--- src/rtl/calc_ctrl.sv ---
// calc_ctrl: sequencer for a small arithmetic block (add/sub, multiplier, divider).
// It registers operands, launches the selected unit and captures the result-mux
// output. It then raises a one-cycle done pulse.
// Optional build macro: CALC_CTRL_TIMEOUT_EN
//   When defined, a wait on the multiplier or divider is bounded to TIMEOUT cycles.
//   Running out of time finishes the operation with err=1 and result=0.
//   When undefined, the controller waits for the unit indefinitely and has no counter.
module calc_ctrl #(
    parameter int DATA_W  = 6,
    parameter int RES_W   = 12,
    parameter int TIMEOUT = 64
) (
    input  logic              clk,
    input  logic              rst,
    input  logic              start,
    input  logic [1:0]        op,
    input  logic [DATA_W-1:0] a_in,
    input  logic [DATA_W-1:0] b_in,
    output logic [DATA_W-1:0] opa,
    output logic [DATA_W-1:0] opb,
    output logic              sub,
    output logic              mul_start,
    output logic              div_start,
    input  logic              mul_done,
    input  logic              div_done,
    output logic [1:0]        sel,
    input  logic [RES_W-1:0]  res_mux,
    output logic [RES_W-1:0]  result,
    output logic              busy,
    output logic              done,
    output logic              err
);

    // Elaboration-time sanity checks on the configuration.
    if (RES_W != 2 * DATA_W) begin : g_bad_res_w
        $error("calc_ctrl: RES_W must equal 2*DATA_W");
    end
    if (TIMEOUT < 1) begin : g_bad_timeout
        $error("calc_ctrl: TIMEOUT must be at least 1");
    end

    localparam logic [1:0] OP_ADD = 2'b00;
    localparam logic [1:0] OP_SUB = 2'b01;
    localparam logic [1:0] OP_MUL = 2'b10;
    localparam logic [1:0] OP_DIV = 2'b11;

    localparam logic [1:0] SEL_ADDSUB = 2'b00;
    localparam logic [1:0] SEL_MUL    = 2'b01;
    localparam logic [1:0] SEL_DIV    = 2'b10;

    typedef enum logic [2:0] {
        S_IDLE = 3'd0,
        S_EXEC = 3'd1,
        S_WAIT = 3'd2,
        S_CAPT = 3'd3,
        S_FIN  = 3'd4
    } state_t;

    state_t            r_state;
    state_t            w_state_next;
    logic [DATA_W-1:0] r_opa;
    logic [DATA_W-1:0] r_opb;
    logic              r_sub;
    logic [1:0]        r_sel;
    logic [1:0]        r_op;
    logic [RES_W-1:0]  r_result;
    logic              r_err;

    logic              w_accept;
    logic              w_div_zero;
    logic              w_is_addsub;
    logic              w_sel_done;
    logic              w_timeout;
    logic [1:0]        w_sel_new;

    assign w_accept    = (r_state == S_IDLE) && start;
    assign w_div_zero  = (op == OP_DIV) && (b_in == '0);
    assign w_is_addsub = (r_op == OP_ADD) || (r_op == OP_SUB);

    // Only the unit this operation launched may complete it. Stray pulses from the
    // other unit have no effect.
    assign w_sel_done = ((r_op == OP_MUL) && mul_done) ||
                        ((r_op == OP_DIV) && div_done);

`ifdef CALC_CTRL_TIMEOUT_EN
    localparam int CNT_W = $clog2(TIMEOUT + 1);
    logic [CNT_W-1:0] r_cnt;

    // Count cycles spent in WAIT. The count restarts from zero on every entry.
    always_ff @(posedge clk) begin
        if (rst || (r_state != S_WAIT)) begin
            r_cnt <= '0;
        end else begin
            r_cnt <= r_cnt + 1'b1;
        end
    end

    // Fires during the TIMEOUT-th cycle of WAIT, so FIN follows exactly TIMEOUT cycles after entry.
    assign w_timeout = (r_state == S_WAIT) && !w_sel_done &&
                       (r_cnt == CNT_W'(TIMEOUT - 1));
`else
    assign w_timeout = 1'b0;
`endif

    // Select encoding for the result mux, derived from the incoming opcode.
    always_comb begin
        w_sel_new = SEL_ADDSUB;
        case (op)
            OP_MUL:  w_sel_new = SEL_MUL;
            OP_DIV:  w_sel_new = SEL_DIV;
            default: w_sel_new = SEL_ADDSUB;
        endcase
    end

    // State register.
    always_ff @(posedge clk) begin
        if (rst) begin
            r_state <= S_IDLE;
        end else begin
            r_state <= w_state_next;
        end
    end

    // Next-state logic.
    always_comb begin
        w_state_next = r_state;
        case (r_state)
            S_IDLE: begin
                if (start) begin
                    // Divide-by-zero is decided immediately. No unit is launched.
                    w_state_next = w_div_zero ? S_FIN : S_EXEC;
                end
            end
            S_EXEC:  w_state_next = w_is_addsub ? S_CAPT : S_WAIT;
            S_WAIT: begin
                if (w_sel_done || w_timeout) begin
                    w_state_next = S_FIN;
                end
            end
            S_CAPT:  w_state_next = S_FIN;
            S_FIN:   w_state_next = S_IDLE;
            default: w_state_next = S_IDLE;
        endcase
    end

    // Operand/control registers load only on an accepted start.
    // They then hold until the next accepted start.
    always_ff @(posedge clk) begin
        if (rst) begin
            r_opa <= '0;
            r_opb <= '0;
            r_sub <= 1'b0;
            r_sel <= SEL_ADDSUB;
            r_op  <= OP_ADD;
        end else if (w_accept) begin
            r_opa <= a_in;
            r_opb <= b_in;
            r_sub <= (op == OP_SUB);
            r_sel <= w_sel_new;
            r_op  <= op;
        end
    end

    // Result and error flag. err is cleared by every accepted start unless that
    // operation itself fails. result changes only when a new outcome is known.
    always_ff @(posedge clk) begin
        if (rst) begin
            r_result <= '0;
            r_err    <= 1'b0;
        end else if (w_accept) begin
            r_err <= w_div_zero;
            if (w_div_zero) begin
                r_result <= '1;
            end
        end else if (r_state == S_CAPT) begin
            r_result <= res_mux;
        end else if ((r_state == S_WAIT) && w_sel_done) begin
            r_result <= res_mux;
        end else if (w_timeout) begin
            r_result <= '0;
            r_err    <= 1'b1;
        end
    end

    assign opa       = r_opa;
    assign opb       = r_opb;
    assign sub       = r_sub;
    assign sel       = r_sel;
    assign result    = r_result;
    assign err       = r_err;
    assign busy      = (r_state != S_IDLE);
    assign done      = (r_state == S_FIN);
    assign mul_start = (r_state == S_EXEC) && (r_op == OP_MUL);
    assign div_start = (r_state == S_EXEC) && (r_op == OP_DIV);

endmodule

--- config.mk ---
export PLATFORM = sky130hd
export DESIGN_NAME = calc_ctrl
export DESIGN_NICKNAME = d
export VERILOG_FILES = /design/src/rtl/calc_ctrl.sv
export SDC_FILE = /design/constraint.sdc
export NUM_CORES = 1
export LEC_CHECK = 0
export ABC_AREA = 1
export CORE_MARGIN = 2
export CORE_UTILIZATION = 46
export DETAILED_ROUTE_END_ITERATION = 6
export GPL_TIMING_DRIVEN = 0
export PLACE_DENSITY = 0.82
export SYNTH_ARGS = -nofsm -noshare
export SYNTH_HDL_FRONTEND = slang
export SYNTH_SLANG_ARGS = --single-unit
export TNS_END_PERCENT = 5
--- constraint.sdc ---
create_clock -name clk -period 2.2 [get_ports clk]
set_clock_uncertainty 0.15 [all_clocks]
set_input_delay 0.33 -clock clk [delete_from_list [all_inputs] [get_ports clk]]
set_output_delay 0.33 -clock clk [all_outputs]
set_load 0.05 [all_outputs]
---- Word level (Yosys, flattened, before mapping) ----
Cells that the tools add are included.
operators by class
  equality and inequality tests ........... 13
  multiplexer cells ....................... 10
  reduce and logical (&&, ||, !) cells .... 16
operator list
  cell                  count
  $mux W12              4
  $pmux W3 S4           1
  $mux W3               3
  $eq A2 B2 Y1 const B  4
  $logic_and A1 B1 Y1   7
  $eq A3 B2 Y1 const B  2
  $logic_not A6 Y1      1
  $reduce_bool A3 Y1    2
  $eq A2 B1 Y1 const B  2
  $ne A2 B2 Y1 const B  2
  $pmux W2 S2           1
  $reduce_and A2 Y1     2
  $eq A3 B1 Y1 const B  1
  $eq A3 B3 Y1 const B  1
  $logic_not A3 Y1      1
  $logic_not A2 Y1      1
  $logic_or A1 B1 Y1    2
  $ne A2 B1 Y1 const B  1
  $mux W1               1
storage, ports and cells
  register bits after elaboration ......... 33
  input port bits ......................... 31

---- Logic depth before layout (Yosys ltp) ----
  word-level depth ........................ 7
  gate-level depth with buffers ........... 9

---- Least setup slack after synthesis ----
OpenSTA, ideal clock, no wires.
  path type ............................... register to output
  from .................................... register r_state[0]
  to ...................................... output port div_start
  arrival time ............................ 1.737 ns
  required time ........................... 1.720 ns
  slack ................................... -0.017 ns
  stages on the path, launching flop included .. 5
  cell sequence ........................... dfxtp_1 > inv_2 > nor3_1 > inv_1 > nor3_1
between the ends
  longest elaborated chain between the ends .. 2
ends and longest elaborated chain
  what                      line  RTL
  start: declaration        59    state_t r_state;
  start signal: assignment  120   r_state <= w_state_next;
  $eq A3 B1 Y1              194   assign div_start = (r_state == S_EXEC) && (r_op == OP_DIV);
  $logic_and A1 B1 Y1       194
  end: declaration          23    output logic div_start,
No other way between the ends.

---- Final worst setup path ----
  from .................................... register r_state[0]
  to ...................................... output port mul_start
between the ends
  longest elaborated chain between the ends .. 2
ends and longest elaborated chain
  what                 line  RTL
  $eq A3 B1 Y1         193   assign mul_start = (r_state == S_EXEC) && (r_op == OP_MUL);
  $logic_and A1 B1 Y1  193
  end: declaration     22    output logic mul_start,
No other way between the ends.

==> results.md <==
Critical path:
- The worst register-to-register path ends at result[4]$_SDFFE_PP0P_.
- The type of destination of the critical path is an output pin.
- Data arrives at the worst endpoint at about 1.6 ns.
- The startpoint class of the critical path is a register.
- The number of cells on the worst reg-to-reg path is 8.
- In this run the worst path has a maximum fanout of 3.
- Data on the critical path is required at its endpoint by 1.72 ns.
- The critical path launch point is r_state[0]$_SDFFE_PP0P_.
- The total buffers and inverters traversed by the critical path is 3.
- In this design, the stage delay of the slowest critical-path cell is a little under 0.4 ns.
- The critical path crosses 5 cells after its start point.
- The largest delay contributor family on the critical path is buffers and inverters.
- For flop-to-flop paths, the worst setup slack is 0.73 ns.
- The worst setup path is of the register to output pin kind.
- The launch instance of the worst register-to-register path is r_op[0]$_SDFFE_PP0P_.
- Walking the worst path, the cells encountered are inv_2, nor3_2, inv_1, nor3_1, clkdlybuf4s15_2.
- The slowest library cell on the worst path is clkdlybuf4s15_2.

Power and ir drop:
- In this run the power spent charging and discharging nets is about 1.1 mW.
- The leakage power summed over all cells is roughly 1.1 nW.
- Net switching is between 40% and 50% of the power.
- IR analysis of the VDD net gives a maximum drop of 0.640 mV.
- Internal power comes to ~1.4 mW.
- The part of the total power dissipated in combinational logic is 50.2%.
- The part of the total power dissipated in the clock network is 18.0%.
- For this design the ratio of total power to cell area is around 1100 nW/um^2.
- The sequential cell fraction of total power is a little under a third.

Finish:
- The fill cell total of the finished layout is around 300.
- The final instance area is between 2000 and 2500 um^2.
- The layout-stage area growth over the synthesis result is 48.3%.
- The count of cells in the finished layout, fillers not included, comes to approximately 350.
- The share of final-layout standard cells stronger than drive strength 1 is under 10%.
- The post-layout net count is between 300 and 400.
- 0 antenna diodes ended up in the layout.

Synth:
- After synthesis the netlist holds a flip-flop and latch count of 33.
- Sorting the synthesized cells by area gives the leading types as dfxtp_1 43%, nand2_1 15%, inv_1 12%.
- The portion of the post-synthesis area used by sequential elements is 42.6%.
- The netlist area before placement is 1550 um^2.
- Counting distinct cell types in the post-synthesis netlist gives 19.
- The synthesized area per cell is between 6 and 7 um^2.
- The number of synthesis warnings is 0.
- Synthesis produced about 230 cells.
- The synthesized net count is 264.
- In this run the biggest area consumer among cell types represents a little over two fifths of the synthesized area.
- dfxtp_1 takes more of the synthesized area than any other cell.

Clocking:
- Buffers added to address setup during post-CTS repair amount to 0.
- The clock input transition at the sequential cells of the worst setup and hold paths is 0.11 ns.
- CTS saw 33 sinks.
- No sink is reached through more buffers than the 2 on the longest clock path.
- The clock latency reported for the late side of the worst-skew pair is roughly 0.35 ns.
- Clock tree synthesis selected as its root buffer the cell clkbuf_4.
- The number of hold-repair buffers added at the cts stage is 0.
- The TritonCTS clock tree is done.
- In this run the number of H-tree levels came out at 2.
- TritonCTS created 5 clock buffers.

Timing:
- The final count of hold timing violations was 0.
- The headroom to the max-slew limit is between 60% and 70%.
- The count of pins over their slew limit was 0.
- Setup violations remaining at the end of the flow were counted as 0.
- The clock period could shrink to 2.05 ns.
- Of the available clock period, the critical path in the final layout requires between 90 and 100%.
- For the pin with the worst max-slew slack, the measured transition is slightly above 0.5 ns.
- Setup repair after global routing left no endpoint under its margin.
- For this run, the top clock speed supported by timing is 488 MHz.

Global route:
- The via count of the first global-routing pass is about 1.4k.
- The global-route wire length before repair is roughly 5700 um.
- For this run the aggregate overflow at the end of global routing stands at 0.
- The initial antenna violation count came to 0.
- The largest net degree at the start of global routing is 11.
- The overall fraction of global-route tracks in use is between 20% and 30%.

Place:
- Counting tap cells, the placed design contains a total of roughly 340 instances.
- The instance area at placement is around 2200 um^2.
- The HPWL after detailed placement is ~2700 um.
- The last weighted congestion value of the routability-driven placer is between 0.7 and 0.8.
- Buffers placed on the I/O ports in this run total between 60 and 70.

Routing:
- The wire length reported by the detailed router is around 3600 um.
- The DRC violation total after the first TritonRoute iteration is between 50 and 60.
- In this run the remaining antenna-violating nets after routing total 0.
- The number of search-and-repair iterations in the first detailed-routing pass is 5.
- The detailed router placed about 1.6k vias in this run.
- For this run, design rule violations remaining after detail routing come to 0.
- After detailed routing, the number of vias per cell comes to roughly 4.5.
- Dividing the detail-routed wire length by the instance count gives approximately 10 um.

Min path:
- The end point of the most critical hold path is opa[3]$_SDFFE_PP0P_.
- The worst hold path class is register to register.
- Counting instances, the worst hold path has a depth of 2.
- The worst hold path begins at opa[3]$_SDFFE_PP0P_.

Die:
- Once the floorplan was initialized, standard cells occupied 47.2% of the core.
- The initialized floorplan defines 21 standard-cell rows.
- The core box area is about 3300 um^2.
- The number of ports placed on the die boundary is 63.
- The die covers 3850 um^2.
- The floorplan step set the die height to between 60 and 70 um.
- The width of the die is approximately 62 um.

Status:
- The flow ran to the end, and the final reports show no timing, DRC or antenna violations.

Flow run:
- The count of maximum capacitance violations is 0.
-- area by class of cell --
| type | instances | area, um^2 | area share, % |
|---|---|---|---|
| Buffer | 9 | 65.1 | 2.83 |
| Clock buffer | 5 | 37.5 | 1.63 |
| Clock inverter | 2 | 35.0 | 1.52 |
| Inverter | 60 | 230 | 10.0 |
| Multi-Input combinational cell | 131 | 599 | 26.1 |
| Sequential cell | 33 | 661 | 28.7 |
| Tap cell | 46 | 57.6 | 2.50 |
| Timing Repair Buffer | 62 | 614 | 26.7 |
-- synthesized netlist by cell type, drive strengths merged --
master and count:
nor2 12, buf 6, nand3 30, nor3 4, dfxtp 33, nand2 65, inv 56, clkbuf 3
a21oi 19, o21ai 1, clkinv 4
-- per-stage QoR --
step	TNS, ns	hold WS [ns]	utilization [%]	power [mW]	setup slack, ns
3_3_place_gp	-0.0129	0.301	67.8	2.00	-0.00847
5_1_grt	0	0.341	70.0	2.59	0.0397
3_5_place_dp	-0.0319	0.307	67.8	2.02	-0.0213
6_report	0	0.318	70.0	2.44	0.149
4_1_cts	0	0.323	70.1	2.45	0.0220
2_1_floorplan	-0.0345	0.249	-	1.65	-0.0172
-- layout by cell type (no fill, tap or decap), types with 2 or more instances in the layout --
master           Yosys  routed
clkbuf_1             3       3
buf_2                1       2
clkbuf_4             0       5
clkinv_1             4       4
inv_2                4       4
inv_1               51      51
nand3_2              2       2
buf_4                2       2
clkdlybuf4s50_1      0      58
buf_6                3       3
a21oi_1             19      19
nor2_1              10      10
nand3_1             27      27
dfxtp_1             33      33
nand2_1             64      64
nor3_1               4       3
nor2_2               2       2
dlygate4sd2_1        0       2
-- sequential cells by signal, summed over array words and instances, names as in the netlist --
name,flops
err,1
r_state,3
r_op,2
opa,6
result,12
sel,2
sub,1
opb,6
-- kinds of logic after synthesis --
| kind of cell | count (synthesis) | synth area share, % |
|---|---|---|
| compound gates | 20 | 6.46 |
| flops | 33 | 42.6 |
| simple gates | 111 | 31.9 |
| buf+inv | 69 | 19.0 |
-- per-layer routing --
metal / GRT usage [%] / part of all wire (%)
met1: 22.7 / 44
met2: 36.9 / 50
met3: 6.83 / 4.2
met4: 6.38 / 1.5
met5: 0 / 0
-- tightest hold or removal path, stage by stage (launching register included) --
cell,delay [ns]
dfxtp_1,0.32
nand2_1,0.06
a21oi_1,0.05
-- worst max-delay path by stage --
stage	endpoint	slack (ns)
2_1_floorplan	div_start	-0.02
3_3_place_gp	mul_start	-0.008
3_5_place_dp	mul_start	-0.02
4_1_cts	mul_start	0.02
5_1_grt	mul_start	0.04
6_report	mul_start	0.15
-- what timing repair did --
item,4_1_cts,5_1_grt
pin swaps,0,0
resized for setup,10,3
endpoints found under the setup margin,4,2
-- power by group through the flow --
stage	Sequential (mW)	Clock [mW]	Combinational, mW
detailed placement	0.787	0	1.24
global route	0.786	0.470	1.33
floorplan	1.09	0	0.564
CTS	0.773	0.447	1.23
finish	0.775	0.437	1.22
global placement	0.782	0	1.22
No activity file was read; power rests on OpenSTA's default activity.
